===== config.mk =====
export PLATFORM = sky130hd
export DESIGN_NAME = key_event_ctrl_flat
export DESIGN_NICKNAME = d
export VERILOG_FILES = /design/src/rtl/key_event_ctrl_pkg.sv /design/src/rtl/key_event_ctrl_if.sv /design/src/rtl/key_event_ctrl_fifo.sv /design/src/rtl/key_event_ctrl.sv /design/src/flat_wrapper.sv
export SDC_FILE = /design/constraint.sdc
export NUM_CORES = 1
export LEC_CHECK = 0
export CORE_ASPECT_RATIO = 1.1
export CORE_UTILIZATION = 45
export DETAILED_ROUTE_END_ITERATION = 8
export GPL_TIMING_DRIVEN = 0
export PLACE_DENSITY = 0.66
export RECOVER_POWER = 25
export SLEW_MARGIN = 20
export SYNTH_ARGS = -nofsm -noshare
export SYNTH_HDL_FRONTEND = slang
export SYNTH_SLANG_ARGS = --single-unit

===== constraint.sdc =====
create_clock -name clk -period 2.45 [get_ports clk]
set_input_delay 0.6125 -clock clk [delete_from_list [all_inputs] [get_ports clk]]
set_output_delay 0.6125 -clock clk [all_outputs]
set_load 0.02 [all_outputs]

===== src/rtl/key_event_ctrl_pkg.sv =====
// rtl/key_event_ctrl_pkg.sv - shared keypad constants and priority helpers
package keypad_pkg;

    localparam int NUM_KEYS     = 16;
    localparam int KEY_W        = 4;
    localparam int DEF_SCAN_DIV = 50000;
    localparam int DIV_W        = 20;

    // Isolate the lowest set bit; this is the fixed priority used by the arbiter
    function automatic logic [NUM_KEYS-1:0] lowest_onehot(input logic [NUM_KEYS-1:0] v);
        return v & (~v + {{(NUM_KEYS-1){1'b0}}, 1'b1});
    endfunction

    // Encode a one-hot (or zero) vector into a key index; zero encodes to 0
    function automatic logic [KEY_W-1:0] onehot_to_idx(input logic [NUM_KEYS-1:0] oh);
        logic [KEY_W-1:0] idx;
        idx = '0;
        for (int i = 0; i < NUM_KEYS; i++) begin
            if (oh[i]) begin
                idx = idx | i[KEY_W-1:0];
            end
        end
        return idx;
    endfunction

endpackage


===== src/rtl/key_event_ctrl_if.sv =====
// rtl/key_event_ctrl_if.sv - key event stream between controller and consumer
interface key_event_ctrl_if;
    import keypad_pkg::*;

    logic [KEY_W-1:0] key_code;
    logic             key_valid;
    logic             key_ready;

    modport master (
        output key_code,
        output key_valid,
        input  key_ready
    );

    modport slave (
        input  key_code,
        input  key_valid,
        output key_ready
    );

endinterface


===== src/rtl/key_event_ctrl_fifo.sv =====
// rtl/key_event_ctrl_fifo.sv - small circular queue of key indices
module key_fifo #(
    parameter int DEPTH = 4,
    parameter int WIDTH = 4
) (
    input  logic                       clk,
    input  logic                       rst_n,
    input  logic                       push,
    input  logic [WIDTH-1:0]           din,
    input  logic                       pop,
    output logic [WIDTH-1:0]           dout,
    output logic                       full,
    output logic                       empty,
    output logic [$clog2(DEPTH):0]     count
);
    localparam int PTR_W = $clog2(DEPTH);
    localparam int CNT_W = PTR_W + 1;

    logic [WIDTH-1:0] r_mem [DEPTH];
    logic [PTR_W-1:0] r_wr_ptr;
    logic [PTR_W-1:0] r_rd_ptr;
    logic [CNT_W-1:0] r_count;
    logic             w_push;
    logic             w_pop;

    assign full   = (r_count == CNT_W'(DEPTH));
    assign empty  = (r_count == '0);
    assign count  = r_count;
    assign dout   = r_mem[r_rd_ptr];
    assign w_push = push & ~full;
    assign w_pop  = pop & ~empty;

    // Storage array; contents need no reset because empty gates every reader
    always_ff @(posedge clk) begin
        if (w_push) begin
            r_mem[r_wr_ptr] <= din;
        end
    end

    // Pointers wrap naturally since DEPTH is a power of two
    always_ff @(posedge clk or negedge rst_n) begin
        if (!rst_n) begin
            r_wr_ptr <= '0;
            r_rd_ptr <= '0;
            r_count  <= '0;
        end else begin
            if (w_push) begin
                r_wr_ptr <= r_wr_ptr + PTR_W'(1);
            end
            if (w_pop) begin
                r_rd_ptr <= r_rd_ptr + PTR_W'(1);
            end
            case ({w_push, w_pop})
                2'b10:   r_count <= r_count + CNT_W'(1);
                2'b01:   r_count <= r_count - CNT_W'(1);
                default: r_count <= r_count;
            endcase
        end
    end

endmodule


===== src/rtl/key_event_ctrl.sv =====
// rtl/key_event_ctrl.sv - keypad scan clock, press detection, arbitration and event queue
module key_event_ctrl
    import keypad_pkg::*;
#(
    parameter int SCAN_DIV   = DEF_SCAN_DIV,
    parameter int FIFO_DEPTH = 4
) (
    input  logic                clk,
    input  logic                rst_n,
    output logic                scan_clk,
    input  logic [NUM_KEYS-1:0] btn,
    key_event_ctrl_if.master    kif,
    output logic                key_held,
    output logic                overflow,
    input  logic                ovf_clr
);
    localparam logic [DIV_W-1:0] DIV_LAST = DIV_W'(SCAN_DIV - 1);
    localparam int               CNT_W    = $clog2(FIFO_DEPTH) + 1;

    logic [DIV_W-1:0]    r_div;
    logic                r_scan_clk;
    logic [NUM_KEYS-1:0] r_s1;
    logic [NUM_KEYS-1:0] r_s2;
    logic [NUM_KEYS-1:0] r_prev;
    logic [NUM_KEYS-1:0] r_pending;
    logic                r_overflow;

    logic [NUM_KEYS-1:0] w_press;
    logic [NUM_KEYS-1:0] w_grant;
    logic [KEY_W-1:0]    w_grant_idx;
    logic                w_push;
    logic                w_pop;
    logic                w_full;
    logic                w_empty;
    logic                w_valid;
    logic [CNT_W-1:0]    w_count;
    logic [KEY_W-1:0]    w_head;
    logic                w_ovf_set;

    // Scan clock divider: toggle on terminal count, giving a 2*SCAN_DIV period
    always_ff @(posedge clk or negedge rst_n) begin
        if (!rst_n) begin
            r_div      <= '0;
            r_scan_clk <= 1'b0;
        end else if (r_div == DIV_LAST) begin
            r_div      <= '0;
            r_scan_clk <= ~r_scan_clk;
        end else begin
            r_div      <= r_div + DIV_W'(1);
        end
    end

    // Two-flop synchronizer for the asynchronous key levels plus a history stage
    always_ff @(posedge clk or negedge rst_n) begin
        if (!rst_n) begin
            r_s1   <= '0;
            r_s2   <= '0;
            r_prev <= '0;
        end else begin
            r_s1   <= btn;
            r_s2   <= r_s1;
            r_prev <= r_s2;
        end
    end

    // Rising edges only; a release never produces an event
    assign w_press = r_s2 & ~r_prev;

    // A full queue blocks all grants, even when a pop happens the same cycle
    assign w_grant     = w_full ? '0 : lowest_onehot(r_pending);
    assign w_grant_idx = onehot_to_idx(w_grant);
    assign w_push      = |w_grant;

    // A press that lands on a still-pending, ungranted key is lost
    assign w_ovf_set = |(w_press & r_pending & ~w_grant);

    // Pending mask: retire the granted key, merge new presses
    always_ff @(posedge clk or negedge rst_n) begin
        if (!rst_n) begin
            r_pending <= '0;
        end else begin
            r_pending <= (r_pending & ~w_grant) | w_press;
        end
    end

    // Sticky overflow flag; a new loss wins over a clear in the same cycle
    always_ff @(posedge clk or negedge rst_n) begin
        if (!rst_n) begin
            r_overflow <= 1'b0;
        end else if (w_ovf_set) begin
            r_overflow <= 1'b1;
        end else if (ovf_clr) begin
            r_overflow <= 1'b0;
        end
    end

    key_fifo #(
        .DEPTH (FIFO_DEPTH),
        .WIDTH (KEY_W)
    ) u_fifo (
        .clk   (clk),
        .rst_n (rst_n),
        .push  (w_push),
        .din   (w_grant_idx),
        .pop   (w_pop),
        .dout  (w_head),
        .full  (w_full),
        .empty (w_empty),
        .count (w_count)
    );

    assign w_valid       = (w_count != '0);
    assign w_pop         = w_valid & kif.key_ready;
    assign kif.key_valid = w_valid;
    assign kif.key_code  = w_empty ? '0 : w_head;
    assign scan_clk      = r_scan_clk;
    assign key_held      = |r_s2;
    assign overflow      = r_overflow;

endmodule


===== src/flat_wrapper.sv =====
// flat-port wrapper written by rule: the top's interface ports become plain ports
module key_event_ctrl_flat import keypad_pkg::*;
#(
    parameter int SCAN_DIV   = DEF_SCAN_DIV,
    parameter int FIFO_DEPTH = 4
)
  (clk, rst_n, scan_clk, btn, key_held, overflow, ovf_clr, kif_key_code, kif_key_valid, kif_key_ready);
  key_event_ctrl_if kif_i ();
  input  logic clk;
  input  logic rst_n;
  output logic scan_clk;
  input  logic [NUM_KEYS-1:0] btn;
  output logic key_held;
  output logic overflow;
  input  logic ovf_clr;
  output wire logic [$bits(kif_i.key_code)-1:0] kif_key_code;
  output wire logic [$bits(kif_i.key_valid)-1:0] kif_key_valid;
  input wire logic [$bits(kif_i.key_ready)-1:0] kif_key_ready;
  assign kif_key_code = kif_i.key_code;
  assign kif_key_valid = kif_i.key_valid;
  assign kif_i.key_ready = kif_key_ready;
  key_event_ctrl #(.SCAN_DIV(SCAN_DIV), .FIFO_DEPTH(FIFO_DEPTH)) u_core (.clk(clk), .rst_n(rst_n), .scan_clk(scan_clk), .btn(btn), .kif(kif_i), .key_held(key_held), .overflow(overflow), .ovf_clr(ovf_clr));
endmodule

==> results of run 1 <==
==> worst reg2reg max path, stage by stage (launching register included) <==
cell and delay, ns:
dfrtp_1 0.43, or3b_4 0.43, nand2_4 0.10, nor3_2 0.04, nand4_1 0.16, a31oi_4 0.11
inv_2 0.11, ha_4 0.14, inv_2 0.03, fa_2 0.32, xor2_1 0.16, nor2_1 0.11
xor2_1 0.15
==> through the flow <==
stage           util  hold slack [ns]
2_1_floorplan      -            0.317
3_3_place_gp   0.507            0.332
3_5_place_dp   0.510            0.335
4_1_cts        0.542            0.119
5_1_grt        0.554            0.358
6_report       0.554            0.354
==> state kept, by name, indices dropped and copies added, names as in the netlist <==
signal / cells
u_core.scan_clk: 1
u_core.r_pending: 16
u_core.r_div: 20
u_core.overflow: 1
u_core.r_s1: 16
u_core.u_fifo.r_rd_ptr: 2
u_core.u_fifo.r_mem: 16
u_core.r_prev: 16
u_core.r_s2: 16
u_core.u_fifo.r_wr_ptr: 2
u_core.u_fifo.count: 3
==> per-layer routing <==
layer  up-vias  global-route usage  part of all wire
met5         -                   0                 0
met4         0              0.0544             0.013
met3         7              0.0415             0.035
met2        57               0.256              0.48
met1      1300               0.245              0.47
li1       1309                   -                 -
==> cells by family (layout without fill, tap and decap cells) <==
kind of cell / after synthesis / in the layout
XOR/XNOR: 24 / 24
flip-flops: 109 / 109
adder cells (fa/ha/maj): 7 / 7
multiplexers: 6 / 6
AND/OR/NAND/NOR: 116 / 116
buffers and inverters: 29 / 92
AO/OA/AOI/OAI: 48 / 48
==> worst max path at each step <==
stage / slack [ns] / to / cells past startpoint / startpoint
2_1_floorplan: 0.02 / u_core.u_fifo.count[2]$_DFFE_PN0P_ / 12 / u_core.r_pending[0]$_DFF_PN0_
3_3_place_gp: -2.56 / u_core.r_s1[12]$_DFF_PN0_ / 1 / rst_n
3_5_place_dp: -0.28 / u_core.u_fifo.count[2]$_DFFE_PN0P_ / 12 / u_core.r_pending[0]$_DFF_PN0_
4_1_cts: 0.002 / u_core.u_fifo.count[2]$_DFFE_PN0P_ / 12 / u_core.r_pending[3]$_DFF_PN0_
5_1_grt: -0.06 / u_core.u_fifo.count[2]$_DFFE_PN0P_ / 12 / u_core.r_pending[1]$_DFF_PN0_
6_report: 0.07 / u_core.u_fifo.count[2]$_DFFE_PN0P_ / 12 / u_core.u_fifo.count[0]$_DFFE_PN0P_
==> where the power goes <==
group	switching (mW)	leakage [nW]	internal, mW
registers	0.190	1.23	2.14
clock network	0.657	0.0956	0.395
logic	0.549	0.866	0.559
==> area by class of cell <==
class	count	share of cell area
clock buffer	9	0.0239
tap	117	0.0283
clock inverter	7	0.0123
sequential	109	0.544
buffer	4	0.00290
inverter	23	0.0167
timing repair buffer	49	0.0851
multi-input combinational	201	0.287
==> what timing repair did <==
action / 4_1_cts / 5_1_grt
setup endpoints to repair: 9 / 10
endpoints found under the hold margin: 0 / 0
setup buffers: 11 / 10
gates resized for setup: 22 / 14
pin swaps: 7 / 9
==> cell usage in the layout (no fill, tap or decap), types with 5 or more instances in the layout <==
cell,instances
clkbuf_8,9
inv_1,21
clkdlybuf4s50_1,20
xor2_1,10
buf_4,21
nand2_1,18
nor2b_1,7
o21ai_0,15
dfrtp_2,7
a21oi_1,7
and2_1,10
nand3_1,9
nand4_1,9
nor2_1,22
edfxtp_1,16
xnor2_1,14
nor4_1,6
ha_1,5
dfrtp_1,86
==> impl_metrics.toml, run 1 <==
[placed_design]
pre_cts_slack_ns = -0.277
post_dp_cell_area_sq_um = 4770
dpl.cell_count = 484
place_congestion = 0.849
hpwl_microns = 5000
portBuffers = 27

[finish]
drive_gt1_frac = 0.187
layoutNonFillerInstCount = 519
multi_input_area_sq_um = 1490
diodes = 0
syn_to_final_growth_pct = 20.0
final_nets = 424
stdcell_area_sq_um = 5180
nFillCells = 821
seq_area_sq_um = 2820

[synthesis]
avgSynthCellArea_sq_um = 12.7
synth_compound_area_frac = 0.0736
syn-num-nets = 366
synth_seq_area_share = 0.651
synth_top_area_cell = "dfrtp_1"
syn_area_sq_um = 4320
synth_fa_ha_area_frac = 0.0220
yosysWarnings = 0
synth.most_common_cell = "dfrtp_1"
synth_seq_cells = 109
synthDistinctLibCells = 56
synth-simple-area-share = 0.154
syn-instance-count = 339
synth_enable_flop_cells = 16
synth-xor-area-share = 0.0487
synth_top_flop_cell = "dfrtp_1"
synth_mux_area_frac = 0.0258
yosys-top-cells-count = "93 x dfrtp_1, 23 x inv_1, 22 x nor2_1, 18 x nand2_1, 16 x edfxtp_1"
async_reset_ff_frac = 0.853
synthTopCellsByArea = "dfrtp_1 54%, edfxtp_1 11%, xnor2_1 2.8%"
synth_top_area_frac = 0.539
synth_top_family_by_area = "simple AND/OR/NAND/NOR gates"

[min_path]
hp-start = "u_core.r_s1[1]$_DFF_PN0_"
worstHoldPathCells = 0
hp-class = "reg2reg"
hold_end = "u_core.r_s2[1]$_DFF_PN0_"

[power]
vdd_ir_drop_max_v = 0.000337
cellLeakagePower_nw = 2.19
p_total_mw = 4.49
power_density_nw_per_um2 = 866

[setup_path]
worstSetupEndpointType = "flop"
crit_required_ns = 2.75
path_class = "reg2reg"
slowest_stage = "dfrtp_1"
cp_max_fo = 4
r2r_slack_ns = 0.07
slowest_delay_ns = 0.43
r2r-start = "u_core.u_fifo.count[0]$_DFFE_PN0P_"
cp-start-kind = "flop"
crit_family = "simple AND/OR/NAND/NOR gates"
ff2ff_path_depth = 12
critical_path.cell_chain = "or3b_4 -> nand2_4 -> nor3_2 -> nand4_1 -> a31oi_4 -> inv_2 -> ha_4 -> inv_2 -> fa_2 -> xor2_1 -> nor2_1 -> xor2_1"
reg2reg_to = "u_core.u_fifo.count[2]$_DFFE_PN0P_"
critPathArrivalTime_ns = 2.68
path_buf_inv = 2

[floorplan]
dieArea_sq_um = 9990
dieWidth_microns = 95.4
ios = 28
die_y_microns = 105
core_sq_um = 9350
start_util = 0.461
num_rows = 37

[clock_network]
cts_buffers = 9
cts.sinks = 109
tritoncts = "yes"
h-tree-depth = 3
cts_root_buf = "clkbuf_8"
hold_buffers = 0
cts.path.max_buffers = 2
clock_latency_ns = 0.38
path_clk_slew_ns = 0.10

[run]
drv_cap = 1

[sta]
setup_tns_ns = 0
hold_viol_final = 0
worstMarginPinSlew_ns = 1.63
slew_violations = 34
rsz0062_at_grt = "yes"
slew_headroom = -0.0841
period_needed_ns = 2.38
skew_ns = 0.0114
worst_slack_ns = 0.0713
final-setup-viol-count = 0
fmax_mhz = 420
fin_crit_sh = 0.971

[drt]
dr.pass1.iters = 4
totalWireLength_microns = 7600
drc_errors = 0
wire_per_inst_microns = 14.6
antenna_left = 0
drtIter0Drc = 188
via_count = 2673
via_per_inst = 5.15

[grt]
grt_max_degree = 61
antenna_found_initial = 0
overflow = 0
track_usage = 0.171
grt_pass1_wl_microns = 13000
grt_pass1_vias = 2633

[run_status]
status = "finished, violations left"
violations = "max-capacitance violations, max-slew violations"
Note: power is estimated with default switching activity, not from simulation.
==> inputs of run 2 (changes only) <==
Settings changed: SETUP_SLACK_MARGIN set to 0.1.
==> impl_metrics.toml, run 2 (same netlist as run 1, synthesis figures left out) <==
[run_status]
status = "finished, violations left"
violations = "max-capacitance violations, max-slew violations"

[setup_path]
cp_max_fo = 5
cp-start-kind = "flop"
worstSetupEndpointType = "flop"
crit_required_ns = 2.70
critPathArrivalTime_ns = 2.66
path_class = "reg2reg"

[sta]
period_needed_ns = 2.40
whs_ns = 0.353
hold_viol_final = 0
worstMarginPinSlew_ns = 1.60
rsz0062_at_grt = "yes"
slew_violations = 26
fmax_mhz = 416
skew_ns = 0.0126
fin_crit_sh = 0.981
slew_headroom = -0.0670
final-setup-viol-count = 0

[grt]
overflow = 0
grt_pass1_vias = 2830
grt_max_degree = 69
antenna_found_initial = 1
track_usage = 0.170
grt_pass1_wl_microns = 12900

[drt]
via_count = 2742
wire_per_inst_microns = 14.5
via_per_inst = 5.20
dr.pass1.iters = 4
antenna_left = 0
drc_errors = 0
totalWireLength_microns = 7620
drtIter0Drc = 135

[finish]
final_common_cell = "dfrtp_1"
final_cell_mix = "86 x dfrtp_1, 28 x buf_4, 22 x nor2_1, 21 x inv_1, 20 x clkdlybuf4s50_1"
largest_reg_flops = 20
diodes = 0
nFillCells = 792
stdcell_area_sq_um = 5290
syn_to_final_growth_pct = 22.6
drive_gt1_frac = 0.222
layoutNonFillerInstCount = 527
top_register = "u_core.r_div"
final_nets = 432

[min_path]
hp-class = "reg2reg"

[power]
sw_frac_of_total = 0.307
cellLeakagePower_nw = 2.23
p_clk_frac = 0.229
power_density_nw_per_um2 = 865
vdd_ir_drop_max_v = 0.000328
p_int_mw = 3.18
p_sw_mw = 1.41
comb_power_share = 0.267
seqPwrFrac = 0.504

[floorplan]
die_y_microns = 105
dieWidth_microns = 95.4
start_util = 0.461
num_rows = 37
dieArea_sq_um = 9990
core_sq_um = 9350
ios = 28

[clock_network]
cts_root_buf = "clkbuf_8"
cts.sinks = 109
hold_buffers = 0
path_clk_slew_ns = 0.11
cts_buffers = 9
clock_latency_ns = 0.37
cts.path.max_buffers = 2
h-tree-depth = 3
tritoncts = "yes"

[placed_design]
post_dp_cell_area_sq_um = 4790
hpwl_microns = 5220
dpl.cell_count = 484
place_congestion = 0.819
portBuffers = 27

[run]
drv_cap = 1
-- run 2: power groups by stage --
stage	registers [mW]	logic, mW	clock network (mW)
final	2.31	1.22	1.05
after global routing	2.34	1.36	1.16
after CTS	2.31	1.13	1.09
after detailed placement	2.35	1.03	0
after global placement	2.33	0.984	0
after floorplan	2.29	0.698	0
-- run 2: worst paths after layout --
| check | depth (start not counted) | end | slack (ns) | start |
|---|---|---|---|---|
| worst max-delay path | 7 | u_core.overflow$_DFFE_PN0P_ | 0.05 | u_core.r_pending[6]$_DFF_PN0_ |
| worst min register to register | 0 | u_core.r_s2[9]$_DFF_PN0_ | 0.35 | u_core.r_s1[9]$_DFF_PN0_ |
| worst min-delay path | 0 | u_core.r_s2[9]$_DFF_PN0_ | 0.35 | u_core.r_s1[9]$_DFF_PN0_ |
| min in group asynchronous | 1 | u_core.u_fifo.r_rd_ptr[0]$_DFFE_PN0P_ | 0.63 | rst_n |
| max in group asynchronous | 1 | u_core.r_pending[5]$_DFF_PN0_ | 0.78 | rst_n |
| worst max register to register | 7 | u_core.overflow$_DFFE_PN0P_ | 0.05 | u_core.r_pending[6]$_DFF_PN0_ |
-- run 2: worst max-delay path: stages (launching register included) --
cell and delay, ns:
dfrtp_2 0.47, nor4_4 0.35, nand4_1 0.20, buf_4 0.18, or4_4 0.44, nand2_2 0.07
nand4_1 0.09, or4_1 0.49
-- run 2: stage by stage --
step / setup slack (ns) / TNS (ns) / power [mW] / utilization
after floorplan: 0.0918 / 0 / 2.99 / -
after global placement: -2.54 / -236.10 / 3.31 / 0.510
after detailed placement: -0.170 / -0.758 / 3.37 / 0.513
after CTS: 0.0726 / 0 / 4.53 / 0.554
after global routing: -0.0471 / -0.0871 / 4.86 / 0.566
final: 0.0474 / 0 / 4.58 / 0.566
-- run 2: final cells by class --
type	count	area, sq um	share of cell area
flip-flops and latches	109	2820	0.532
multi-input cells	201	1530	0.289
repair buffers	56	492	0.0929
well taps	117	146	0.0277
clock buffers	9	124	0.0234
inverters	23	86.3	0.0163
clock inverters	7	76.3	0.0144
plain buffers	5	20.0	0.00378
-- run 2: routing by layer --
layer,up-vias,wire length [microns],track usage,part of all wire
met4,2,145,0.0533,0.019
met2,50,3910,0.293,0.51
met5,-,13,0,0.0017
met3,14,274,0.0451,0.036
met1,1350,3280,0.203,0.43
li1,1326,-,-,-
-- run 2: timing repair --
| action | in CTS | in global routing |
|---|---|---|
| endpoints found under the setup margin | 13 | 10 |
| pin swaps | 8 | 12 |
| resized for setup | 33 | 16 |
| gates cloned | 0 | 0 |
| setup buffers | 20 | 8 |
